--- src/rtl/alu_request_arbiter.sv ---
// Round-robin arbiter sharing one sequential ALU between NUM_REQ requesters.
// Optional ALU watchdog enabled by defining ALU_ARB_TIMEOUT_EN.
module alu_request_arbiter #(
    parameter int NUM_REQ        = 4,
    parameter int WIDTH          = 8,
    parameter int TIMEOUT_CYCLES = 64
) (
    input  logic                     clk,
    input  logic                     reset,
    input  logic [NUM_REQ-1:0]       req_valid,
    input  logic [2*NUM_REQ-1:0]     req_op,
    input  logic [WIDTH*NUM_REQ-1:0] req_a,
    input  logic [WIDTH*NUM_REQ-1:0] req_q,
    input  logic [WIDTH*NUM_REQ-1:0] req_m,
    output logic [NUM_REQ-1:0]       rsp_valid,
    output logic [WIDTH-1:0]         rsp_hi,
    output logic [WIDTH-1:0]         rsp_lo,
    output logic                     rsp_err,
    output logic                     busy,
    output logic                     alu_begin,
    output logic [1:0]               alu_op_code,
    output logic [WIDTH-1:0]         alu_inbus,
    output logic                     alu_rst_n,
    input  logic                     alu_push_a,
    input  logic                     alu_push_q,
    input  logic                     alu_end,
    input  logic [WIDTH-1:0]         alu_outbus
);
    localparam int IDX_W = (NUM_REQ > 1) ? $clog2(NUM_REQ) : 1;
    localparam logic [1:0] OP_MUL = 2'b10;
    localparam logic [1:0] OP_DIV = 2'b11;

    typedef enum logic [2:0] {
        IDLE   = 3'd0,
        ISSUE0 = 3'd1,
        ISSUE1 = 3'd2,
        ISSUE2 = 3'd3,
        WAIT   = 3'd4,
        RESP   = 3'd5
    } state_t;

    state_t             state_r;
    logic [IDX_W-1:0]   rr_ptr_r;
    logic [IDX_W-1:0]   grant_r;
    logic [1:0]         op_r;
    logic [WIDTH-1:0]   a_r, q_r, m_r;
    logic [WIDTH-1:0]   cap_a_r, cap_q_r;

    logic               found_s;
    logic [IDX_W-1:0]   pick_s;
    logic [IDX_W:0]     idx_s;
    logic [1:0]         sel_op_s;
    logic [WIDTH-1:0]   sel_a_s, sel_q_s, sel_m_s;
    logic [WIDTH-1:0]   cap_a_nxt_s, cap_q_nxt_s;
    logic               tmo_hit_s;

    // Round-robin search: scan downwards so the lowest offset from rr_ptr wins.
    always_comb begin
        found_s = 1'b0;
        pick_s  = '0;
        idx_s   = '0;
        for (int i = NUM_REQ - 1; i >= 0; i--) begin
            idx_s = {1'b0, rr_ptr_r} + (IDX_W + 1)'(i);
            if (idx_s >= (IDX_W + 1)'(NUM_REQ)) begin
                idx_s = idx_s - (IDX_W + 1)'(NUM_REQ);
            end else begin
                idx_s = idx_s;
            end
            if (req_valid[idx_s[IDX_W-1:0]]) begin
                found_s = 1'b1;
                pick_s  = idx_s[IDX_W-1:0];
            end else begin
                found_s = found_s;
            end
        end
    end

    // Operands of the candidate requester.
    always_comb begin
        sel_op_s = req_op[int'(pick_s)*2 +: 2];
        sel_a_s  = req_a[int'(pick_s)*WIDTH +: WIDTH];
        sel_q_s  = req_q[int'(pick_s)*WIDTH +: WIDTH];
        sel_m_s  = req_m[int'(pick_s)*WIDTH +: WIDTH];
    end

    // Capture values including a push landing in the same cycle as END.
    always_comb begin
        cap_a_nxt_s = cap_a_r;
        cap_q_nxt_s = cap_q_r;
        if (state_r == WAIT && alu_push_a) begin
            cap_a_nxt_s = alu_outbus;
        end else begin
            cap_a_nxt_s = cap_a_r;
        end
        if (state_r == WAIT && alu_push_q) begin
            cap_q_nxt_s = alu_outbus;
        end else begin
            cap_q_nxt_s = cap_q_r;
        end
    end

`ifdef ALU_ARB_TIMEOUT_EN
    localparam int TMO_W = $clog2(TIMEOUT_CYCLES + 1);
    logic [TMO_W-1:0] tmo_cnt_r;

    assign tmo_hit_s = (state_r == WAIT) && !alu_end &&
                       (tmo_cnt_r == TMO_W'(TIMEOUT_CYCLES - 1));
    assign alu_rst_n = ~reset & ~tmo_hit_s;

    // Watchdog counts cycles spent in WAIT; held at zero elsewhere.
    always_ff @(posedge clk) begin
        if (reset) begin
            tmo_cnt_r <= '0;
        end else if (state_r != WAIT) begin
            tmo_cnt_r <= '0;
        end else begin
            tmo_cnt_r <= tmo_cnt_r + TMO_W'(1);
        end
    end
`else
    assign tmo_hit_s = 1'b0;
    assign alu_rst_n = ~reset;
`endif

    // Main FSM with registered ALU-side and requester-side outputs.
    always_ff @(posedge clk) begin
        if (reset) begin
            state_r     <= IDLE;
            rr_ptr_r    <= '0;
            grant_r     <= '0;
            op_r        <= 2'b00;
            a_r         <= '0;
            q_r         <= '0;
            m_r         <= '0;
            cap_a_r     <= '0;
            cap_q_r     <= '0;
            rsp_valid   <= '0;
            rsp_hi      <= '0;
            rsp_lo      <= '0;
            rsp_err     <= 1'b0;
            busy        <= 1'b0;
            alu_begin   <= 1'b0;
            alu_op_code <= 2'b00;
            alu_inbus   <= '0;
        end else begin
            cap_a_r <= cap_a_nxt_s;
            cap_q_r <= cap_q_nxt_s;
            case (state_r)
                IDLE: begin
                    rsp_valid <= '0;
                    rsp_err   <= 1'b0;
                    if (found_s) begin
                        grant_r     <= pick_s;
                        op_r        <= sel_op_s;
                        a_r         <= sel_a_s;
                        q_r         <= sel_q_s;
                        m_r         <= sel_m_s;
                        cap_a_r     <= '0;
                        cap_q_r     <= '0;
                        busy        <= 1'b1;
                        alu_begin   <= 1'b1;
                        alu_op_code <= sel_op_s;
                        alu_inbus   <= (sel_op_s == OP_MUL) ? sel_q_s : sel_a_s;
                        state_r     <= ISSUE0;
                    end else begin
                        busy      <= 1'b0;
                        alu_begin <= 1'b0;
                        alu_inbus <= '0;
                        state_r   <= IDLE;
                    end
                end
                ISSUE0: begin
                    alu_begin <= 1'b0;
                    alu_inbus <= (op_r == OP_DIV) ? q_r : m_r;
                    state_r   <= ISSUE1;
                end
                ISSUE1: begin
                    if (op_r == OP_DIV) begin
                        alu_inbus <= m_r;
                        state_r   <= ISSUE2;
                    end else begin
                        alu_inbus <= '0;
                        state_r   <= WAIT;
                    end
                end
                ISSUE2: begin
                    alu_inbus <= '0;
                    state_r   <= WAIT;
                end
                WAIT: begin
                    if (alu_end) begin
                        rsp_valid <= {{(NUM_REQ-1){1'b0}}, 1'b1} << grant_r;
                        rsp_err   <= 1'b0;
                        if (op_r[1]) begin
                            rsp_hi <= cap_a_nxt_s;
                            rsp_lo <= cap_q_nxt_s;
                        end else begin
                            rsp_hi <= '0;
                            rsp_lo <= cap_a_nxt_s;
                        end
                        state_r <= RESP;
                    end else if (tmo_hit_s) begin
                        rsp_valid <= {{(NUM_REQ-1){1'b0}}, 1'b1} << grant_r;
                        rsp_err   <= 1'b1;
                        rsp_hi    <= '0;
                        rsp_lo    <= '0;
                        state_r   <= RESP;
                    end else begin
                        state_r <= WAIT;
                    end
                end
                RESP: begin
                    rsp_valid <= '0;
                    rsp_err   <= 1'b0;
                    busy      <= 1'b0;
                    if (grant_r == IDX_W'(NUM_REQ - 1)) begin
                        rr_ptr_r <= '0;
                    end else begin
                        rr_ptr_r <= grant_r + IDX_W'(1);
                    end
                    state_r <= IDLE;
                end
                default: begin
                    rsp_valid <= '0;
                    rsp_err   <= 1'b0;
                    busy      <= 1'b0;
                    alu_begin <= 1'b0;
                    alu_inbus <= '0;
                    state_r   <= IDLE;
                end
            endcase
        end
    end
endmodule

--- config.mk ---
export PLATFORM = sky130hd
export DESIGN_NAME = alu_request_arbiter
export DESIGN_NICKNAME = d
export VERILOG_FILES = /design/src/rtl/alu_request_arbiter.sv
export SDC_FILE = /design/constraint.sdc
export NUM_CORES = 1
export LEC_CHECK = 0
export CORE_MARGIN = 8
export CORE_UTILIZATION = 48
export DETAILED_ROUTE_END_ITERATION = 10
export GPL_TIMING_DRIVEN = 0
export PLACE_DENSITY = 0.88
export SYNTH_ARGS = -nofsm -noshare
export SYNTH_HDL_FRONTEND = slang
export SYNTH_SLANG_ARGS = --single-unit
--- constraint.sdc ---
create_clock -name clk -period 4.8 [get_ports clk]
set_input_delay 0.96 -clock clk [delete_from_list [all_inputs] [get_ports clk]]
set_output_delay 0.96 -clock clk [all_outputs]
set_load 0.01 [all_outputs]
Yosys cells after proc, flatten, opt, wreduce, memory -nomap -nowiden
Index checks and enable logic that the tools add are counted.
{"block": "totals", "mem_bits_rw": 0, "input_bits": 121, "out_inout_bits": 34, "elab_cells": 102, "ff_bits": 72, "mem_bits_ro": 0, "latchBits": 0, "memories": 0}
{"block": "op_classes", "multipliers": 0, "bitwise": 2, "div_mod_pow": 0, "shifts": 5, "muxes": 45, "add_sub_neg": 8, "n_eq_ne": 9, "order_cmp": 8, "reduce_logical": 10}
{"operator": "$mux 8", "n": 12}
{"operator": "$shiftx 32x6->8", "n": 3}
{"operator": "$pmux 8 s4", "n": 1}
{"operator": "$mux 2", "n": 9}
{"operator": "$pmux 3 s5", "n": 1}
{"operator": "$lt 2x3->1 const B", "n": 4}
{"operator": "$mux 1", "n": 12}
{"operator": "$ge 3x3->1 const B", "n": 3}
{"operator": "$bmux 1 s2", "n": 4}
{"operator": "$pmux 4 s2", "n": 1}
{"operator": "$reduce_or 4->1", "n": 2}
{"operator": "$shiftx 8x4->2", "n": 1}
{"operator": "$sub 2x1->2 const B", "n": 4}
{"operator": "$add 2x2->3 const B", "n": 2}
{"operator": "$eq 2x2->1 const B", "n": 3}
{"operator": "$eq 3x2->1 const B", "n": 2}
{"operator": "$eq 3x3->1 const B", "n": 2}
{"operator": "$pmux 1 s2", "n": 3}
{"operator": "$reduce_and 2->1", "n": 3}
{"operator": "$mux 4", "n": 1}
{"operator": "$shl 1x2->4 const A", "n": 1}
{"operator": "$add 2x1->3 const B", "n": 1}
{"operator": "$eq 3x1->1 const B", "n": 1}
{"operator": "$ge 2x3->1 const B", "n": 1}
{"operator": "other kinds (8)", "n": 10}

Longest topological paths before layout
Gate-level depths: netlist (run 1).
{"block": "logic_depth", "depth_word": 14, "ltp_mapped": 9, "ltp_nobuf": 7}

Worst setup path after synthesis (run 1)
Ideal clock, no wire load.
{"block": "synth_timing", "path_kind": "input to register", "startpoint": "input req_valid[2]", "endpoint": "register m_r[6]", "path_stages": 8, "path_buffers": 2, "slack_ns": 2.142, "setup_ns": 0.132, "t_arrival_ns": 2.526, "required_ns": 4.668, "path_cell_list": "nor2b_1 > a211oi_2 > nor2_2 > buf_2 > buf_4 > mux2_1 > o211ai_1 > a21oi_1"}
{"block": "synth_via", "elab_chain_len": 7, "word_cells_on_any_way": 18, "cone_classes": "shift: 1; mux: 16; reduce/logical: 1"}
{"item": "start: declaration", "line": "10", "rtl": "input logic [NUM_REQ-1:0] req_valid,"}
{"item": "$bmux 1 s2", "line": "69", "rtl": "if (req_valid[idx_s[IDX_W-1:0]]) begin"}
{"item": "$mux 1 (not written as such)", "line": "69"}
{"item": "$mux 2 / $mux 1 (equally long branches) (4 in a row)", "line": "69"}
{"item": "$shiftx 32x6->8 / $reduce_and 2->1 (equally long branches)"}
{"item": "end signal: assignment", "line": "157", "rtl": "m_r <= sel_m_s;"}
{"item": "end: declaration", "line": "46", "rtl": "logic [WIDTH-1:0] a_r, q_r, m_r;"}
Several ways; a longest one is shown, not always the timed one. The select of a mux whose other input is x is not followed.
A chain may end at the register's enable or synchronous reset.

Worst setup path after layout (run 1)
{"block": "layout_timing", "startpoint": "input reset", "endpoint": "output alu_rst_n"}
{"block": "layout_via", "elab_chain_len": 1}
{"item": "start: declaration", "line": "9", "rtl": "input logic reset,"}
{"item": "$not 1->1", "line": "122", "rtl": "assign alu_rst_n = ~reset;"}
{"item": "end: declaration", "line": "23", "rtl": "output logic alu_rst_n,"}
Every way passes these cells.

==> flow_summary.toml, run 1 <==
[route]
wl_per_cell_um = 19.0
drtAntennaViolNets = 0
viasPerCell = 5.73
dr.first_iter.drc_count = 324
route.detailed.drc = 0
drt-pass1-iter-count = 6
vias = 4159
wirelength_mm = 13.8

[clock_tree]
hold_buffers = 0
cts_inserted_buffers = 9
path_clk_slew_ns = 0.08
clk_latency_ns = 0.35
clock-sinks = 71
cts.repair.resized = 0
cts_tree = "yes"
htreeDepth = 3
cts_root_buf = "clkbuf_8"
cts.path.max_buffers = 2
cts_setup_buffers = 0

[setup_path]
setup.worst_path.start_class = "input port"
reg2reg_from = "rr_ptr_r[0]"
crit_type = "in2out"
end_kind = "output port"
rrSetupSlack_ns = 2.40
ff2ff_path_depth = 8
arrival_ns = 2.92
timing.rr.end = "m_r[6]"
crit_path_max_fanout = 10
required_ns = 3.84

[grt]
grt_pass1_wl_mm = 21.6
antenna_found_initial = 0
grt_max_degree = 13
overflow = 0
grtUsageTotal = 0.233
grt_pass1_vias = 4478

[place]
globalplace.congestion = 0.872
portBuffers = 153
dp.cells = 710
dp_hpwl_mm = 10.5

[floorplanning]
die_h_um = 107
pin_count = 155
start_util = 0.489
core_sq_um = 8130
num_rows = 33
die_x_um = 107
die_area_sq_um = 11500

[synthesis]
netlist_area_sq_um = 3980
synth_compound_area_frac = 0.186
yosysMostFrequentCell = "dfxtp_1"
synth-main-ff-cell = "dfxtp_1"
synth_seq_cells = 71
synth.area.mux_share = 0.237
synth_cell_types = 41
netlist_top_cells_area = "dfxtp_1 36%, mux2i_1 15%, mux2_2 8.5%"
ys_warn_count = 0
syn_inst = 452
synthTopCellsByCount = "71 x dfxtp_1, 58 x mux2i_1, 52 x nor2_1, 48 x nand2_1, 35 x a21oi_1"
yosys.area_share.simple = 0.154
yosysSeqAreaShare = 0.357
syn_area_per_cell_sq_um = 8.80
synth-async-reset-ratio = 0
synthDominantCellAreaShare = 0.357
synth-xor-area-share = 0.00220
synth-edff-count = 0
synth_top_family_by_area = "multiplexers"
synth_area_leader_cell = "dfxtp_1"
syn_nets = 579
synth_fa_ha_area_frac = 0.0189

[sta]
drv_slew = 0
clock_skew_ns = 0.00720
worstMarginPinSlew_ns = 1.10
min_period_ns = 3.88
setup_viol = 0
hold_viol_final = 0
grt_setup_unrepaired = "false"
tns_ns = 0
period_share = 0.808
clock.fmax_mhz = 258
relSlewSlack = 0.262

[final_layout]
seqCellArea_sq_um = 1420
fin_cells = 726
final_net_count = 743
post-route-util = 0.724
syn2layout_area_growth_pct = 48.0
multi_input_area_sq_um = 2390
nFillCells = 578
drive_gt1_frac = 0.101
antenna_cells = 0

[pwr]
clkPwrFrac = 0.328
leakagePower_uw = 0.00218
power_density_nw_per_um2 = 303
intPower_uw = 1250
vdd_drop_max_mv = 0.179
swShare = 0.297
p_switching_uw = 530
p_comb_frac = 0.297
seq_power_share = 0.375

[outcome]
status = "finished, final reports clean"

[hold_path]
min_path_cells = 2
whs_endpoint = "m_r[5]"
hold_start = "m_r[5]"
min-delay-path-class = "reg2reg"

[flow_run]
drv_cap = 0
## cell type report
class	instances	area share
Buffer	33	0.0242
Clock buffer	10	0.0234
Clock inverter	6	0.0183
Inverter	7	0.00446
Multi-Input combinational cell	341	0.406
Sequential cell	71	0.241
Tap cell	105	0.0223
Timing Repair Buffer	153	0.260
## cells in the final DEF (no fill, tap or decap), types with 10 or more instances in the layout
master | netlist | final
a21oi_1 | 35 | 35
a22oi_1 | 11 | 11
and3_1 | 10 | 10
clkbuf_1 | 20 | 20
clkbuf_8 | 0 | 10
clkdlybuf4s50_1 | 0 | 153
dfxtp_1 | 71 | 71
mux2_2 | 30 | 30
mux2i_1 | 58 | 58
nand2_1 | 48 | 48
nor2_1 | 52 | 52
nor2b_1 | 13 | 13
## worst max path at each step
stage / from / end / slack [ns] / cells past startpoint
after floorplan: req_valid[2] / m_r[6] / 2.14 / 8
after global placement: reset / alu_rst_n / 1.07 / 4
after detailed placement: reset / alu_rst_n / 1.03 / 4
after CTS: reset / alu_rst_n / 0.98 / 4
after global routing: reset / alu_rst_n / 0.89 / 4
final: reset / alu_rst_n / 0.92 / 4
## per-layer routing
layer / track usage / part of all wire / vias to the layer above
met1: 0.252 / 0.39 / 1981
li1: - / - / 1950
met3: 0.0732 / 0.080 / 23
met5: 0 / 0 / -
met2: 0.414 / 0.52 / 205
met4: 0.0874 / 0.013 / 0
## through the flow
stage / hold slack [ns] / power [uW] / cell area [sq um] / setup slack [ns]
2_1_floorplan: 0.436 / 961 / 3980 / 2.14
3_3_place_gp: 0.444 / 1180 / 5640 / 1.07
3_5_place_dp: 0.452 / 1190 / 5640 / 1.03
4_1_cts: 0.462 / 1770 / 5890 / 0.981
5_1_grt: 0.488 / 1850 / 5890 / 0.891
6_report: 0.464 / 1780 / 5890 / 0.922
## cell families after synthesis
| kind of cell | Yosys count |
|---|---|
| other cells | 1 |
| xor+xnor | 1 |
| flops | 71 |
| compound gates | 103 |
| simple gates | 140 |
| fa+ha+maj | 6 |
| mux | 90 |
| buf+inv | 40 |
## registers in the layout, indices dropped and copies added (netlist names), 2 cells and up
register / count
rsp_valid: 4
rr_ptr_r: 2
q_r: 8
rsp_lo: 8
state_r: 3
op_r: 2
rsp_hi: 8
alu_inbus: 8
m_r: 8
grant_r: 2
cap_q_r: 8
cap_a_r: 8
## power groups by stage
stage	sequential [uW]	combinational, uW	clock (uW)
finish	669	529	585
global route	673	567	614
CTS	667	523	584
detailed placement	679	516	0
global placement	676	501	0
floorplan	680	280	0
## critical path, stage by stage
cell and delay [ns]:
clkdlybuf4s50_1 0.52, clkbuf_1 0.44, clkinv_1 0.41, clkdlybuf4s50_1 0.58
Note: power is estimated with default switching activity, not from simulation.
==> run 2, diff against run 1 <==
CORE_UTILIZATION = 44   (was 48)
PLACE_DENSITY = 0.82   (was 0.88)
clock period = 3.7 ns   (was 4.8 ns; I/O delays follow)
==> flow_summary.toml, run 2 (synthesis gave the netlist of run 1 again) <==
[outcome]
status = "finished, final reports clean"

[sta]
fin_ws_ns = 0.365
hold_slack_ns = 0.481
min_period_ns = 3.34
period_share = 0.901
drv_slew = 0
clock_skew_ns = 0.00784
relSlewSlack = 0.286
hold_viol_final = 0
setup_viol = 0
tns_ns = 0
clock.fmax_mhz = 300
grt_setup_unrepaired = "false"
worstMarginPinSlew_ns = 1.06

[hold_path]
min-delay-path-class = "reg2reg"

[clock_tree]
hold_buffers = 0
cts_tree = "yes"
clk_latency_ns = 0.35
clock-sinks = 71
cts_setup_buffers = 0
cts.path.max_buffers = 2
htreeDepth = 3
cts.repair.resized = 0
path_clk_slew_ns = 0.08
cts_root_buf = "clkbuf_8"
cts_inserted_buffers = 9

[floorplanning]
pin_count = 155
start_util = 0.454
die_h_um = 111
die_x_um = 111
die_area_sq_um = 12300
core_sq_um = 8760
num_rows = 34

[final_layout]
nFillCells = 722
antenna_cells = 0
mostFrequentLayoutCell = "clkdlybuf4s50_1"
final_net_count = 743
post-route-util = 0.666
syn2layout_area_growth_pct = 46.7
drive_gt1_frac = 0.0982
layout.cells.most_common_list = "153 x clkdlybuf4s50_1, 71 x dfxtp_1, 58 x mux2i_1"

[pwr]
power_density_nw_per_um2 = 367
p_switching_uw = 667
leakagePower_uw = 0.00215
intPower_uw = 1470
vdd_drop_max_mv = 0.181
total_power_uw = 2140
p_comb_frac = 0.311
swShare = 0.311
clkPwrFrac = 0.284
seq_power_share = 0.406

[route]
viasPerCell = 5.55
wl_per_cell_um = 17.6
drt-pass1-iter-count = 7
dr.first_iter.drc_count = 253
drtAntennaViolNets = 0
wirelength_mm = 12.8
route.detailed.drc = 0
vias = 4045

[setup_path]
arrival_ns = 2.60
crit_type = "in2out"
crit_path_max_fanout = 10
required_ns = 2.96
setup.worst_path.start_class = "input port"
end_kind = "output port"

[place]
globalplace.congestion = 0.840
portBuffers = 153
dp_slack_ns = 0.387
dp_hpwl_mm = 10.4

[grt]
overflow = 0
grtUsageTotal = 0.200
grt_pass1_vias = 4227
grt_pass1_wl_mm = 20.5
grt_max_degree = 13
antenna_found_initial = 0

[flow_run]
drv_cap = 0
## run 2: cell count changes in the layout (fill, tap and decap cells not counted), sizes merged
cell      delta
bufinv       -2
clkinvlp     +1
clkbuf       +1
## run 2: final cells by class
class,count,area [sq um],share of cell area
Buffer,33,143,0.0244
Clock buffer,11,131,0.0225
Clock inverter,5,58.8,0.0101
Inverter,7,26.3,0.00450
Multi-Input combinational cell,341,2390,0.409
Sequential cell,71,1420,0.244
Tap cell,108,135,0.0232
Timing Repair Buffer,153,1530,0.262
## run 2: path summary, 6_finish.rpt
kind            from      endpoint  slack, ns  cells after the start
max            reset     alu_rst_n       0.36                      4
min           m_r[2]        m_r[2]       0.48                      2
max reg2reg  op_r[1]  alu_inbus[5]       1.36                      8
min reg2reg   m_r[2]        m_r[2]       0.48                      2
## run 2: worst max-delay path: stages
cell	delay [ns]
clkdlybuf4s50_1	0.50
clkbuf_1	0.38
clkinv_1	0.39
clkdlybuf4s50_1	0.58
## run 2: power by group through the flow
stage | Combinational [uW] | Sequential [uW] | Clock (uW)
2_1_floorplan | 363 | 883 | 0
3_3_place_gp | 647 | 881 | 0
3_5_place_dp | 662 | 884 | 0
4_1_cts | 664 | 867 | 613
5_1_grt | 720 | 875 | 648
6_report | 666 | 868 | 607
## run 2: layer usage
metal,track usage,wire (um),vias to the layer above
met1,0.221,5260,1909
met5,0,0,-
met2,0.369,6590,163
met4,0.0347,101,0
met3,0.0617,878,14
li1,-,-,1959
## run 2: metrics by stage
stage / area (sq um) / instances
6_report: 5830 / 729
3_5_place_dp: 5640 / 713
5_1_grt: 5830 / 729
4_1_cts: 5830 / 729
3_3_place_gp: 5640 / 713
2_1_floorplan: 3980 / 452
==> run 3, diff against run 2 <==
SLEW_MARGIN = 20   (was unset)
==> results of run 3 <==
Same layout as run 2: the final DEF is identical, and so are final timing and power.
